`src/rtl/uart_tx_serializer.sv`:
```
// UART transmit serializer fed by the TX FIFO: start bit, DBIT data bits LSB first, optional parity, stop.
// Define UART_TX_TWO_STOP_EN to add the stop2 input selecting a two-bit-period stop.

module uart_tx_serializer #(
  parameter int unsigned DBIT       = 8,
  parameter int unsigned SB_TICK    = 16,
  parameter int unsigned PARITY_ODD = 0
) (
  input  logic            apb_pclk,
  input  logic            apb_prstn,
  input  logic            b_tick,
  input  logic            tx_start,
  input  logic [DBIT-1:0] d_in,
  input  logic            parity_en,
`ifdef UART_TX_TWO_STOP_EN
  input  logic            stop2,
`endif
  output logic            tx_done,
  output logic            tx,
  output logic            busy
);

  localparam int unsigned   TW        = (SB_TICK > 1) ? $clog2(SB_TICK) : 1;
  localparam int unsigned   BW        = $clog2(DBIT);
  localparam logic [TW-1:0] TICK_LAST = TW'(SB_TICK - 1);
  localparam logic [BW-1:0] BIT_LAST  = BW'(DBIT - 1);
  localparam logic          ODD_BIT   = 1'(PARITY_ODD);

  typedef enum logic [2:0] {
    IDLE   = 3'd0,
    START  = 3'd1,
    DATA   = 3'd2,
    PARITY = 3'd3,
    STOP   = 3'd4
  } state_t;

  state_t          state;
  logic [TW-1:0]   tick_cnt;
  logic [BW-1:0]   bit_idx;
  logic [DBIT-1:0] shift;
  logic            par_en_q;
  logic            par_bit_q;
  logic            tick_end_c;
  logic            stop_end_c;

  assign tick_end_c = b_tick && (tick_cnt == TICK_LAST);

`ifdef UART_TX_TWO_STOP_EN
  logic stop2_q;
  logic stop_phase;
  // With two stop bits the tick counter wraps once; stop_phase marks the second period.
  assign stop_end_c = tick_end_c && (!stop2_q || stop_phase);
`else
  assign stop_end_c = tick_end_c;
`endif

  // Frame sequencer; tx, tx_done and busy are all driven from registers.
  always_ff @(posedge apb_pclk or negedge apb_prstn) begin
    if (!apb_prstn) begin
      state     <= IDLE;
      tick_cnt  <= '0;
      bit_idx   <= '0;
      shift     <= '0;
      par_en_q  <= 1'b0;
      par_bit_q <= 1'b0;
      tx        <= 1'b1;
      tx_done   <= 1'b0;
      busy      <= 1'b0;
`ifdef UART_TX_TWO_STOP_EN
      stop2_q    <= 1'b0;
      stop_phase <= 1'b0;
`endif
    end else begin
      case (state)
        IDLE: begin
          tx      <= 1'b1;
          tx_done <= 1'b0;
          if (tx_start) begin
            shift     <= d_in;
            par_en_q  <= parity_en;
            par_bit_q <= (^d_in) ^ ODD_BIT;
            tick_cnt  <= '0;
            bit_idx   <= '0;
            tx        <= 1'b0;
            busy      <= 1'b1;
            state     <= START;
`ifdef UART_TX_TWO_STOP_EN
            stop2_q    <= stop2;
            stop_phase <= 1'b0;
`endif
          end
        end

        START: begin
          if (tick_end_c) begin
            tick_cnt <= '0;
            bit_idx  <= '0;
            tx       <= shift[0];
            state    <= DATA;
          end else if (b_tick) begin
            tick_cnt <= tick_cnt + TW'(1);
          end
        end

        DATA: begin
          if (tick_end_c) begin
            tick_cnt <= '0;
            shift    <= shift >> 1;
            if (bit_idx == BIT_LAST) begin
              if (par_en_q) begin
                tx    <= par_bit_q;
                state <= PARITY;
              end else begin
                tx    <= 1'b1;
                state <= STOP;
              end
            end else begin
              bit_idx <= bit_idx + BW'(1);
              tx      <= shift[1];
            end
          end else if (b_tick) begin
            tick_cnt <= tick_cnt + TW'(1);
          end
        end

        PARITY: begin
          if (tick_end_c) begin
            tick_cnt <= '0;
            tx       <= 1'b1;
            state    <= STOP;
          end else if (b_tick) begin
            tick_cnt <= tick_cnt + TW'(1);
          end
        end

        STOP: begin
          // Stay in STOP through the tx_done cycle so tx_start is next seen after the FIFO pop.
          if (tx_done) begin
            tx_done <= 1'b0;
            busy    <= 1'b0;
            state   <= IDLE;
          end else if (stop_end_c) begin
            tick_cnt <= '0;
            tx_done  <= 1'b1;
`ifdef UART_TX_TWO_STOP_EN
          end else if (tick_end_c) begin
            tick_cnt   <= '0;
            stop_phase <= 1'b1;
`endif
          end else if (b_tick) begin
            tick_cnt <= tick_cnt + TW'(1);
          end
        end

        default: begin
          tx    <= 1'b1;
          busy  <= 1'b0;
          state <= IDLE;
        end
      endcase
    end
  end

endmodule

```
`config.mk`:
```
export PLATFORM = sky130hd
export DESIGN_NAME = uart_tx_serializer
export DESIGN_NICKNAME = d
export VERILOG_FILES = /design/src/rtl/uart_tx_serializer.sv
export SDC_FILE = /design/constraint.sdc
export NUM_CORES = 1
export LEC_CHECK = 0
export BUFFER_PORTS_ARGS = -buffer_cell sky130_fd_sc_hd__buf_2
export CAP_MARGIN = 20
export CORE_MARGIN = 2
export CORE_UTILIZATION = 43
export DETAILED_ROUTE_END_ITERATION = 7
export PLACE_DENSITY = 0.73
export SLEW_MARGIN = 25
export SYNTH_ARGS = -nofsm -noshare
export SYNTH_HDL_FRONTEND = slang
export SYNTH_SLANG_ARGS = --single-unit
```
`constraint.sdc`:
```
create_clock -name apb_pclk -period 1.75 [get_ports apb_pclk]
set_clock_uncertainty 0.05 [all_clocks]
set_input_delay 0.35 -clock apb_pclk [delete_from_list [all_inputs] [get_ports apb_pclk]]
set_output_delay 0.35 -clock apb_pclk [all_outputs]
set_load 0.02 [all_outputs]
```
## Yosys cells after proc, flatten, opt, wreduce, memory -nomap -nowiden

Cells that the tools add are included.

- Muxes and demuxes: 34
- Equality and inequality tests: 14
- Bitwise gates (word level): 2
- Add/sub/neg operators: 2
- Reductions and logical operators: 15

Operator list:

| operator | number |
|---|---|
| $mux 3 | 11 |
| $mux 4 | 4 |
| $mux 8 | 2 |
| $ne 2x2->1 const B | 8 |
| $pmux 8 s2 | 1 |
| $pmux 3 s5 | 1 |
| $pmux 4 s3 | 1 |
| $mux 1 | 10 |
| $pmux 3 s3 | 1 |
| $reduce_and 3->1 | 3 |
| $reduce_xor 8->1 | 1 |
| $eq 3x2->1 const B | 2 |
| $eq 3x3->1 const B | 2 |
| $reduce_and 6->1 | 1 |
| $reduce_bool 3->1 | 2 |
| $pmux 1 s5 | 1 |
| $reduce_and 5->1 | 1 |
| $add 4x1->4 const B | 1 |
| $eq 4x4->1 const B | 1 |
| $reduce_and 4->1 | 1 |
| $reduce_bool 2->1 | 2 |
| $add 3x1->3 const B | 1 |
| $eq 3x1->1 const B | 1 |
| $logic_not 3->1 | 1 |
| 6 further kinds | 7 |

- Logic and storage cells: 76
- Flip-flop bits (word level): 23
- Output and inout bits: 3
- Input port bits: 13

## Logic depth before layout (Yosys ltp)

- Word-level depth: 5
- Gate-level depth with buffers: 6
- Mapped depth without buffers: 6

## Worst setup path after synthesis

No wires, ideal clock.

- Path kind: reg-to-reg
- Start: reg bit_idx[0]
- End: reg bit_idx[0]
- Path buffers: 0
- Arrival: 1592 ps
- Setup time: 128 ps
- Slack: -19 ps
- Clock period less this slack: 1769 ps
- Data required time: 1572 ps
- Cell stages (with the launch flop): 7
- Cell sequence: dfrtp_1 ha_1 ha_1 nor3b_2 o21ai_1 a21oi_2 mux2_1

- Longest elaborated chain between the ends: 4
- Elaborated cells on any way between the ends: 7
- Classes of those cells: add/sub (1); eq/ne (2); mux (3); reduce/logical (1)

Ends and longest elaborated chain:

| element | line | text |
|---|---|---|
| start: declaration | 39 | `logic [BW-1:0] bit_idx;` |
| start signal: assignment | 118 | `bit_idx <= bit_idx + BW'(1);` |
| $add 3x1->3 | 118 |  |
| $mux 3 | 109 | `if (bit_idx == BIT_LAST) begin` |
| $mux 3 | 106 | `if (tick_end_c) begin` |
| $pmux 3 s3 | 74 | `case (state)` |

Parallel ways exist; a longest one is shown, timed or not. The select of a mux whose other input is x is not followed.
A chain may end at the register's enable or synchronous reset.

## Worst setup path after layout

Ends and elaborated chain as after synthesis.

==> key figures <==
Critical path
  • Flop-to-flop setup slack: 0.02 ns
  • Startpoint types: flop
  • Crit path DAT: 1.91 ns
  • Largest delay share family, worst path: flip-flops
  • Buf/Inv on CP: 0
  • RR Startpoint: bit_idx[0]
  • Setup crit end kind: flop
  • CP endpoint: bit_idx[0]
  • Reg2Reg Depth: 6
  • Slowest cell on the critical path: dfrtp_1
  • Crit-path cells: ha_2 -> ha_4 -> nor3b_2 -> o21ai_1 -> a21oi_2 -> mux2_4
  • Critical path fanouts, max: 2
  • Setup crit start: bit_idx[0]
  • RR Endpoint: bit_idx[0]
  • Critical path type: reg2reg
  • Crit. path cell count: 6
  • Largest stage delay, worst path: 0.41 ns
  • WP data required: 1.92 ns

Finish
  • Share of cells above drive strength 1: 36.3%
  • Reg area: 578 µm²
  • Final Instance Area: 1670 µm²
  • Antenna fix cells: 0
  • Layout net count: 185
  • Most frequent cells in the layout: dfrtp_1 (21), buf_4 (19), inv_1 (15), buf_2 (15), a21oi_1 (11)
  • Area growth, synth to finish: 21.2%
  • Fill cell count: 288
  • Area of the multi-input gates: 723 µm²
  • Most common cell after layout, fill and taps aside: dfrtp_1

Floorplanning
  • I/O Pins: 16
  • Rows: 20
  • Die Wd: 60.6 µm
  • Die Y: 60.6 µm
  • Die Area: 3670 µm²
  • Initial cell density of the core: 45.1%
  • Core area: 3050 µm²

Logic synthesis
  • Sequential-to-total area share from yosys stat: 41.9%
  • Post-Syn Area: 1380 µm²
  • Post-Syn Instances: 135
  • Synth Register Bits: 23
  • Synth async-reset ratio: 100%
  • Dominant synthesized flop cell: dfrtp_1
  • Avg Inst Size Synth: 10.2 µm²
  • Synthesized net count: 151
  • Total number of yosys warnings: 0
  • Synth cell types: 45
  • EDFF count, synth: 0

STA
  • Worst Max-Slew Pin Slew: 0.536 ns
  • Setup violators final: 0
  • Slew Limit Fails: 0
  • Part of the cycle the worst path needs: 98.9%
  • Fmax: 578 MHz
  • Min Tclk post-route: 1.73 ns
  • Final worst slack: 0.0190 ns
  • Final hold violation count: 0
  • RSZ-0062 raised after global routing: true
  • Worst rel slew slack: 64.3%

Place
  • Pre-CTS setup slack: 0.0210 ns
  • Gpl congestion: 0.882
  • DP HPWL: 2160 µm
  • IO Port Bufs: 15
  • Post-DP Area: 1580 µm²

Global route
  • Global-route wire length before repair: 5020 µm
  • Total gr overflow: 0
  • Gr usage total: 18.2%
  • GRT met3 Usage: 3.41%
  • Grt met2 use: 32.7%
  • Grt peak-use layer: met2
  • GR Util met1: 21.4%
  • Largest net degree at the start of global routing: 24
  • Antenna violations before repair: 0
  • Vias in the first global route: 1176

Clock network
  • CTS Root Cell: clkbuf_4
  • H-tree levels: 1
  • CTS clock-pin slew for the worst setup and hold paths: 0.14 ns
  • CTS tree: built
  • CTS Sinks: 23
  • Clk_lat worst skew: 0.32 ns
  • Clock Path Buffers: 2
  • CTS Buf Count: 3

Power
  • P_leak: 0.747 nW
  • Power Dens Cells: 1130 nW/µm²
  • IR drop worst, VDD: 0.000415 V

Drt
  • First-pass iteration count of the detailed router: 4
  • Post-route ant nets: 0
  • Routed length per instance: 14.0 µm
  • Routed Wire Length: 2960 µm
  • Via density: 5.24
  • Number of remaining DRC errors: 0
  • Routed via count: 1111
  • DR iter-0 viols: 53

Worst hold path
  • Hold/Removal Path Class: in2reg

Flow run
  • # Max-Cap Violations: 0

Status
  • Status: completed
[worst min-delay path by stage]
stage                          from  slack, ns          end  depth (start not counted)
final                     parity_en       0.20     par_en_q                          3
after detailed placement  apb_prstn       0.31  tick_cnt[2]                          1
after global routing      parity_en       0.19     par_en_q                          3
after global placement    apb_prstn       0.30  tick_cnt[2]                          1
after CTS                 parity_en       0.19     par_en_q                          3
after floorplan           apb_prstn      0.004   bit_idx[0]                          0
[state kept, by name, summed over array words and instances, names as in the netlist, 3 cells and up]
| name | flops |
|---|---|
| bit_idx | 3 |
| state | 3 |
| shift | 8 |
| tick_cnt | 4 |
[cell families (layout without fill, tap and decap cells)]
family	after synthesis	count (layout)	share of synthesized area, %
adder cells (fa/ha/maj)	3	3	2.73
AND/OR/NAND/NOR	33	33	16.1
AO/OA/AOI/OAI	43	43	22.4
flip-flops	23	23	41.9
XOR/XNOR	9	9	7.09
multiplexers	3	3	2.27
buffers and inverters	21	54	7.54
[cell usage after synthesis (3+ instances only)]
cell | count | area [µm²]
nand2_1 | 6 | 22.5
inv_1 | 15 | 56.3
nor2b_1 | 4 | 25.0
dfrtp_1 | 22 | 551
ha_1 | 3 | 37.5
buf_6 | 3 | 33.8
nor2_1 | 4 | 15.0
o21ai_0 | 4 | 20.0
a21oi_1 | 11 | 55.1
xnor2_1 | 8 | 70.1
and3_1 | 3 | 18.8
nor3b_2 | 3 | 37.5
o22ai_1 | 8 | 50.1
[worst min-delay path, delay by kind of cell]
kind / cells / cell delay (ns)
buffers and inverters: 1 / 0.08
AOI/OAI and AO/OA: 1 / 0.06
and+or+nand+nor: 1 / 0.04
[metal layers]
layer / wire length [µm] / vias up
met5: 0 / -
met4: 35 / 0
met3: 82 / 4
met2: 1520 / 22
met1: 1320 / 534
li1: - / 551
[where the power goes]
group	internal (W)	switching, W	leakage [nW]
registers	0.000737	0.000146	0.272
clock network	0.0000857	0.000174	0.0177
logic	0.000361	0.000374	0.458
total	0.00118	0.000694	0.747
[cell type report]
cell class                 instances  area share, %
timing repair buffer              35           13.7
tap                               44           3.30
clock buffer                       3           1.35
multi-input combinational         91           43.4
sequential                        23           34.7
clock inverter                     1          0.300
inverter                          15           3.38
[repair_timing]
| action | CTS | global route |
|---|---|---|
| endpoints found under the hold margin | 22 | 0 |
| buffers inserted | 3 | 0 |
| pin swaps | 3 | 3 |
| cloned | 0 | 0 |
| resized for setup | 2 | 7 |
| hold buffers | 1 | 0 |
| endpoints found under the setup margin | 1 | 14 |
[metrics by stage]
| step | total power [W] | utilization [%] | TNS (ns) | cells | hold slack (ns) |
|---|---|---|---|---|---|
| 2_1_floorplan | 0.00140 | - | 0 | 135 | 0.00441 |
| 3_3_place_gp | 0.00157 | 51.8 | 0 | 204 | 0.303 |
| 3_5_place_dp | 0.00161 | 51.8 | 0 | 204 | 0.311 |
| 4_1_cts | 0.00187 | 54.0 | 0 | 212 | 0.188 |
| 5_1_grt | 0.00203 | 54.6 | -0.0269 | 212 | 0.187 |
| 6_report | 0.00188 | 54.6 | 0 | 212 | 0.197 |
(Power assumes the default switching activity.)
